===== src/rtl/uart_rx.sv =====
// 8N1 UART receiver on an 8x oversample tick, centre-sampled, LSB first.
// Define PARITY_EN to add an even-parity bit before the stop bit (pe flag).
module uart_rx (
  input  logic       fclk,
  input  logic       rst,
  input  logic       bclkx8,
  input  logic       rxd,
  input  logic       rd,
  output logic [7:0] dout,
  output logic       rdrf,
  output logic       fe,
  output logic       oe,
  output logic       pe
);

  typedef enum logic [2:0] {
    IDLE,
    START,
    DATA,
`ifdef PARITY_EN
    PARITY,
`endif
    STOP
  } state_t;

  state_t     state_q, state_d;
  logic       sync1_q, rxd_s_q;
  logic [2:0] cnt_q, cnt_d;
  logic [2:0] bitcnt_q, bitcnt_d;
  logic [7:0] sr_q, sr_d;
  logic [7:0] dout_q, dout_d;
  logic       rdrf_q, rdrf_d;
  logic       fe_q, fe_d;
  logic       oe_q, oe_d;
  logic       load;
`ifdef PARITY_EN
  logic       pe_q, pe_d;
  logic       pe_nxt_q, pe_nxt_d;
`endif

  always_comb begin
    state_d  = state_q;
    cnt_d    = cnt_q;
    bitcnt_d = bitcnt_q;
    sr_d     = sr_q;
    dout_d   = dout_q;
    rdrf_d   = rdrf_q;
    fe_d     = fe_q;
    oe_d     = oe_q;
    load     = 1'b0;
`ifdef PARITY_EN
    pe_d     = pe_q;
    pe_nxt_d = pe_nxt_q;
`endif

    if (bclkx8) begin
      case (state_q)
        IDLE: begin
          if (!rxd_s_q) begin
            state_d = START;
            cnt_d   = 3'd0;
          end
        end
        START: begin
          cnt_d = cnt_q + 3'd1;
          // cnt reaches 3 on this tick: middle of the start bit
          if (cnt_q == 3'd2) begin
            if (!rxd_s_q) begin
              state_d  = DATA;
              cnt_d    = 3'd0;
              bitcnt_d = 3'd0;
            end else begin
              state_d = IDLE;
            end
          end
        end
        DATA: begin
          cnt_d = cnt_q + 3'd1;
          if (cnt_q == 3'd7) begin
            sr_d     = {rxd_s_q, sr_q[7:1]};
            bitcnt_d = bitcnt_q + 3'd1;
            if (bitcnt_q == 3'd7) begin
`ifdef PARITY_EN
              state_d = PARITY;
`else
              state_d = STOP;
`endif
            end
          end
        end
`ifdef PARITY_EN
        PARITY: begin
          cnt_d = cnt_q + 3'd1;
          if (cnt_q == 3'd7) begin
            pe_nxt_d = (^sr_q) ^ rxd_s_q;
            state_d  = STOP;
          end
        end
`endif
        STOP: begin
          cnt_d = cnt_q + 3'd1;
          if (cnt_q == 3'd7) begin
            load    = 1'b1;
            state_d = IDLE;
          end
        end
        default: state_d = IDLE;
      endcase
    end

    if (rd && rdrf_q) begin
      rdrf_d = 1'b0;
      fe_d   = 1'b0;
      oe_d   = 1'b0;
`ifdef PARITY_EN
      pe_d   = 1'b0;
`endif
    end

    // A read in the load cycle frees the register for the new byte
    if (load) begin
      if (!rdrf_q || rd) begin
        dout_d = sr_q;
        rdrf_d = 1'b1;
        fe_d   = ~rxd_s_q;
`ifdef PARITY_EN
        pe_d   = pe_nxt_q;
`endif
      end else begin
        oe_d = 1'b1;
      end
    end
  end

  always_ff @(posedge fclk or posedge rst) begin
    if (rst) begin
      sync1_q  <= 1'b1;
      rxd_s_q  <= 1'b1;
      state_q  <= IDLE;
      cnt_q    <= 3'd0;
      bitcnt_q <= 3'd0;
      sr_q     <= 8'h00;
      dout_q   <= 8'h00;
      rdrf_q   <= 1'b0;
      fe_q     <= 1'b0;
      oe_q     <= 1'b0;
    end else begin
      sync1_q  <= rxd;
      rxd_s_q  <= sync1_q;
      state_q  <= state_d;
      cnt_q    <= cnt_d;
      bitcnt_q <= bitcnt_d;
      sr_q     <= sr_d;
      dout_q   <= dout_d;
      rdrf_q   <= rdrf_d;
      fe_q     <= fe_d;
      oe_q     <= oe_d;
    end
  end

`ifdef PARITY_EN
  always_ff @(posedge fclk or posedge rst) begin
    if (rst) begin
      pe_q     <= 1'b0;
      pe_nxt_q <= 1'b0;
    end else begin
      pe_q     <= pe_d;
      pe_nxt_q <= pe_nxt_d;
    end
  end

  assign pe = pe_q;
`else
  assign pe = 1'b0;
`endif

  assign dout = dout_q;
  assign rdrf = rdrf_q;
  assign fe   = fe_q;
  assign oe   = oe_q;

endmodule


===== config.mk =====
export PLATFORM = sky130hd
export DESIGN_NAME = uart_rx
export DESIGN_NICKNAME = d
export VERILOG_FILES = /design/src/rtl/uart_rx.sv
export SDC_FILE = /design/constraint.sdc
export NUM_CORES = 1
export LEC_CHECK = 0
export CORE_UTILIZATION = 45
export CTS_CLUSTER_DIAMETER = 200
export DETAILED_ROUTE_END_ITERATION = 10
export GPL_ROUTABILITY_DRIVEN = 0
export PLACE_DENSITY_LB_ADDON = 0.08
export SYNTH_ARGS = -nofsm -noshare
export SYNTH_HDL_FRONTEND = slang
export SYNTH_SLANG_ARGS = --single-unit
export TNS_END_PERCENT = 50

===== constraint.sdc =====
create_clock -name fclk -period 2 [get_ports fclk]
set_input_delay 0.3 -clock fclk [delete_from_list [all_inputs] [get_ports fclk]]
set_output_delay 0.3 -clock fclk [all_outputs]
set_load 0.01 [all_outputs]

==> results of run 1 <==
[worst paths after layout]
| path | cells after the start | endpoint | start |
|---|---|---|---|
| min | 2 | state_q[0]$_DFFE_PP0P_ | rst |
| max reg2reg | 5 | dout[2]$_DFFE_PP0P_ | cnt_q[0]$_DFFE_PP0P_ |
| min in group fclk | 0 | rxd_s_q$_DFF_PP1_ | sync1_q$_DFF_PP1_ |
| max | 5 | dout[2]$_DFFE_PP0P_ | cnt_q[0]$_DFFE_PP0P_ |
| max in group asynchronous | 3 | dout[0]$_DFFE_PP0P_ | rst |
| min reg2reg | 0 | rxd_s_q$_DFF_PP1_ | sync1_q$_DFF_PP1_ |
[logic make-up (layout without fill, tap and decap cells)]
kind of cell / count (synthesis) / count (layout)
buffers and inverters: 7 / 28
and+or+nand+nor: 22 / 22
DFF: 29 / 29
other: 1 / 1
AOI/OAI and AO/OA: 16 / 16
adders and majority gates: 5 / 5
muxes: 16 / 16
[layout by cell type (no fill, tap or decap)]
cell and instances:
clkbuf_4 5, o22ai_1 2, o22a_1 1, nor3_1 1, nand4b_2 1, dfrtp_1 27
or2_0 1, clkdlybuf4s50_1 15, o21ai_0 4, mux2_2 6, nor2_1 2, nor4b_4 1
and3_1 1, mux2_4 10, dfstp_2 2, a22o_1 2, nand4_1 1, nor3b_1 1
conb_1 1, nand2_1 8, clkinv_2 1, nand2b_1 1, and2b_1 2, ha_1 5
inv_1 3, and4_1 1, and2_4 1, a21o_1 2, o31ai_1 1, buf_4 2
a21oi_1 3, clkbuf_8 2, o21a_1 1
[final cells by class]
class | count | area share
repair buffers | 17 | 0.107
multi-input cells | 60 | 0.345
clock inverters | 1 | 0.00323
flip-flops and latches | 29 | 0.470
well taps | 31 | 0.0251
inverters | 3 | 0.00728
clock buffers | 7 | 0.0420
[per-stage QoR]
step | hold slack (ns) | power, uW
2_1_floorplan | 0.304 | 921
3_3_place_gp | 0.346 | 969
3_5_place_dp | 0.347 | 986
4_1_cts | 0.214 | 1380
5_1_grt | 0.206 | 1460
6_report | 0.213 | 1360
[flip-flops by register name (all words and copies together) (netlist names)]
signal / cells
bitcnt_q: 3
cnt_q: 3
dout: 8
fe: 1
oe: 1
rdrf: 1
rxd_s_q: 1
sr_q: 8
state_q: 2
sync1_q: 1
[power by group]
part	leakage, uW	internal (uW)	switching [uW]	total (uW)
logic	0.000338	129	93.5	222
clock network	0.0000413	204	190	393
registers	0.000387	652	97.0	749
[critical path, stage by stage (launching register included)]
cell and delay (ns):
dfrtp_1 0.38, ha_1 0.15, ha_1 0.25, and4_1 0.26, and2_4 0.26, mux2_4 0.32
[routing by layer]
layer  part of all wire  GRT usage  wire (um)  vias up
li1                   -          -          -      376
met1               0.53      0.230       1080      366
met2               0.41      0.204        844       14
met3              0.041     0.0512         83        5
met4              0.017     0.0732         35        0
met5                  0          0          0        -
==> results.txt, run 1 <==
status -> completed
most frequent cells after synthesis -> dfrtp_1, mux2_4, nand2_1
worst skew pair latency -> 0.31 ns
Fin. Hold Viols -> 0
area leader, netlist -> dfrtp_1
DRT Pass-1 Iters -> 3
Core Box Area -> 2760 um^2
DR DRC count -> 0
#FFs+latches synth -> 29
DP HPWL -> 1470 um
I/O pins -> 17
top_reg_cell synth -> dfrtp_1
Register Area -> 728 um^2
pre-CTS WS -> 0.129 ns
Post-CTS Repair Setup Buffers -> 0
fin crit share -> 0.867
Pwr per Cell Area -> 882 nW/um^2
Post-Route Skew -> 0.00626 ns
Yosys warning count -> 0
Critical Path RT -> 2.20 ns
Hold Buf Count CTS -> 0
synth unique cells -> 32
CTS tree -> built
largest buffer count on any clock path -> 2
Worst Setup End Kind -> flop
ANT cells -> 0
most frequent cell after synthesis -> dfrtp_1
area occupied by multi-input gates -> 534 um^2
post-route setup TNS -> 0 ns
CTS buffer count -> 5
number of max-cap violations -> 0
initial DRC count -> 9
Synth Area in XOR/XNOR -> 0
die width -> 56.1 um
dpl cell area -> 1480 um^2
CP Launch Type -> flop
Post-CTS Resized -> 0
share of cells above drive strength 1 -> 0.265
Mapped Avg Cell Area -> 13.7 um^2
wire length of the first global-routing pass -> 3680 um
share of the synthesized area in the top cell type -> 0.513
num rows -> 19
gr usage total -> 0.155
EDFF count, synth -> 0
Adder-Cell Fraction of Synth Area -> 0.0475
DRT Wirelength -> 2040 um
grt ovf -> 0
# H-tree levels -> 2
compound-gate portion of the synthesized area -> 0.0788
multiplexer share of the synthesized area -> 0.165
leakage power -> 0.000766 uW
routed vias/inst -> 5.14
largest net degree at the start of global routing -> 24
max frequency -> 577 MHz
die height -> 56.1 um
Synth-to-Final Area Change -> 17.5%
antenna-violating nets left -> 0
initial core utilization -> 0.478
setup slack after layout -> 0.267 ns
Port Buffer Count -> 15
ranking of synthesized cells by area -> dfrtp_1, mux2_4, mux2_2
Worst Setup Path Type -> flop to flop
Seq/Total Area, Yosys -> 0.553
CP max FO -> 9
main combinational cell family by area after synthesis -> multiplexers
Worst Hold Class -> primary input to asynchronous set/reset pin
Worst EP arrival -> 1.94 ns
RSZ-0062 raised after global routing -> false
Finished Layout Cells -> 148
die area -> 3150 um^2
final instance area -> 1550 um^2
clock-pin slew on the worst setup and hold paths -> 0.09 ns
asr flop ratio synth -> 1.00
FF-to-FF setup slack -> 0.27 ns
Filler Cells Inserted -> 243
vias -> 761
WL/cell -> 13.8 um
placed cells -> 140
Root Driver -> clkbuf_4
minimum clock period -> 1.73 ns
post-synth net total -> 106
worst vdd ir -> 0.617 mV
Sink Count -> 29
Final setup viols -> 0
Post-layout nets -> 126
initial antenna violation count -> 0
vias in the first global route -> 753
Post-Syn Instances -> 96
synthesized area -> 1320 um^2
utilization after layout -> 0.561
Simple-Gate Fraction of Synth Area -> 0.111
Final Slew Violations -> 0
Note: power is estimated with default switching activity, not from simulation.
==> inputs of run 2 (changes only) <==
ABC_CLOCK_PERIOD_IN_PS = 2000   (was unset)
==> results of run 2 <==
Final layout, timing and power as in run 1 (identical DEF).
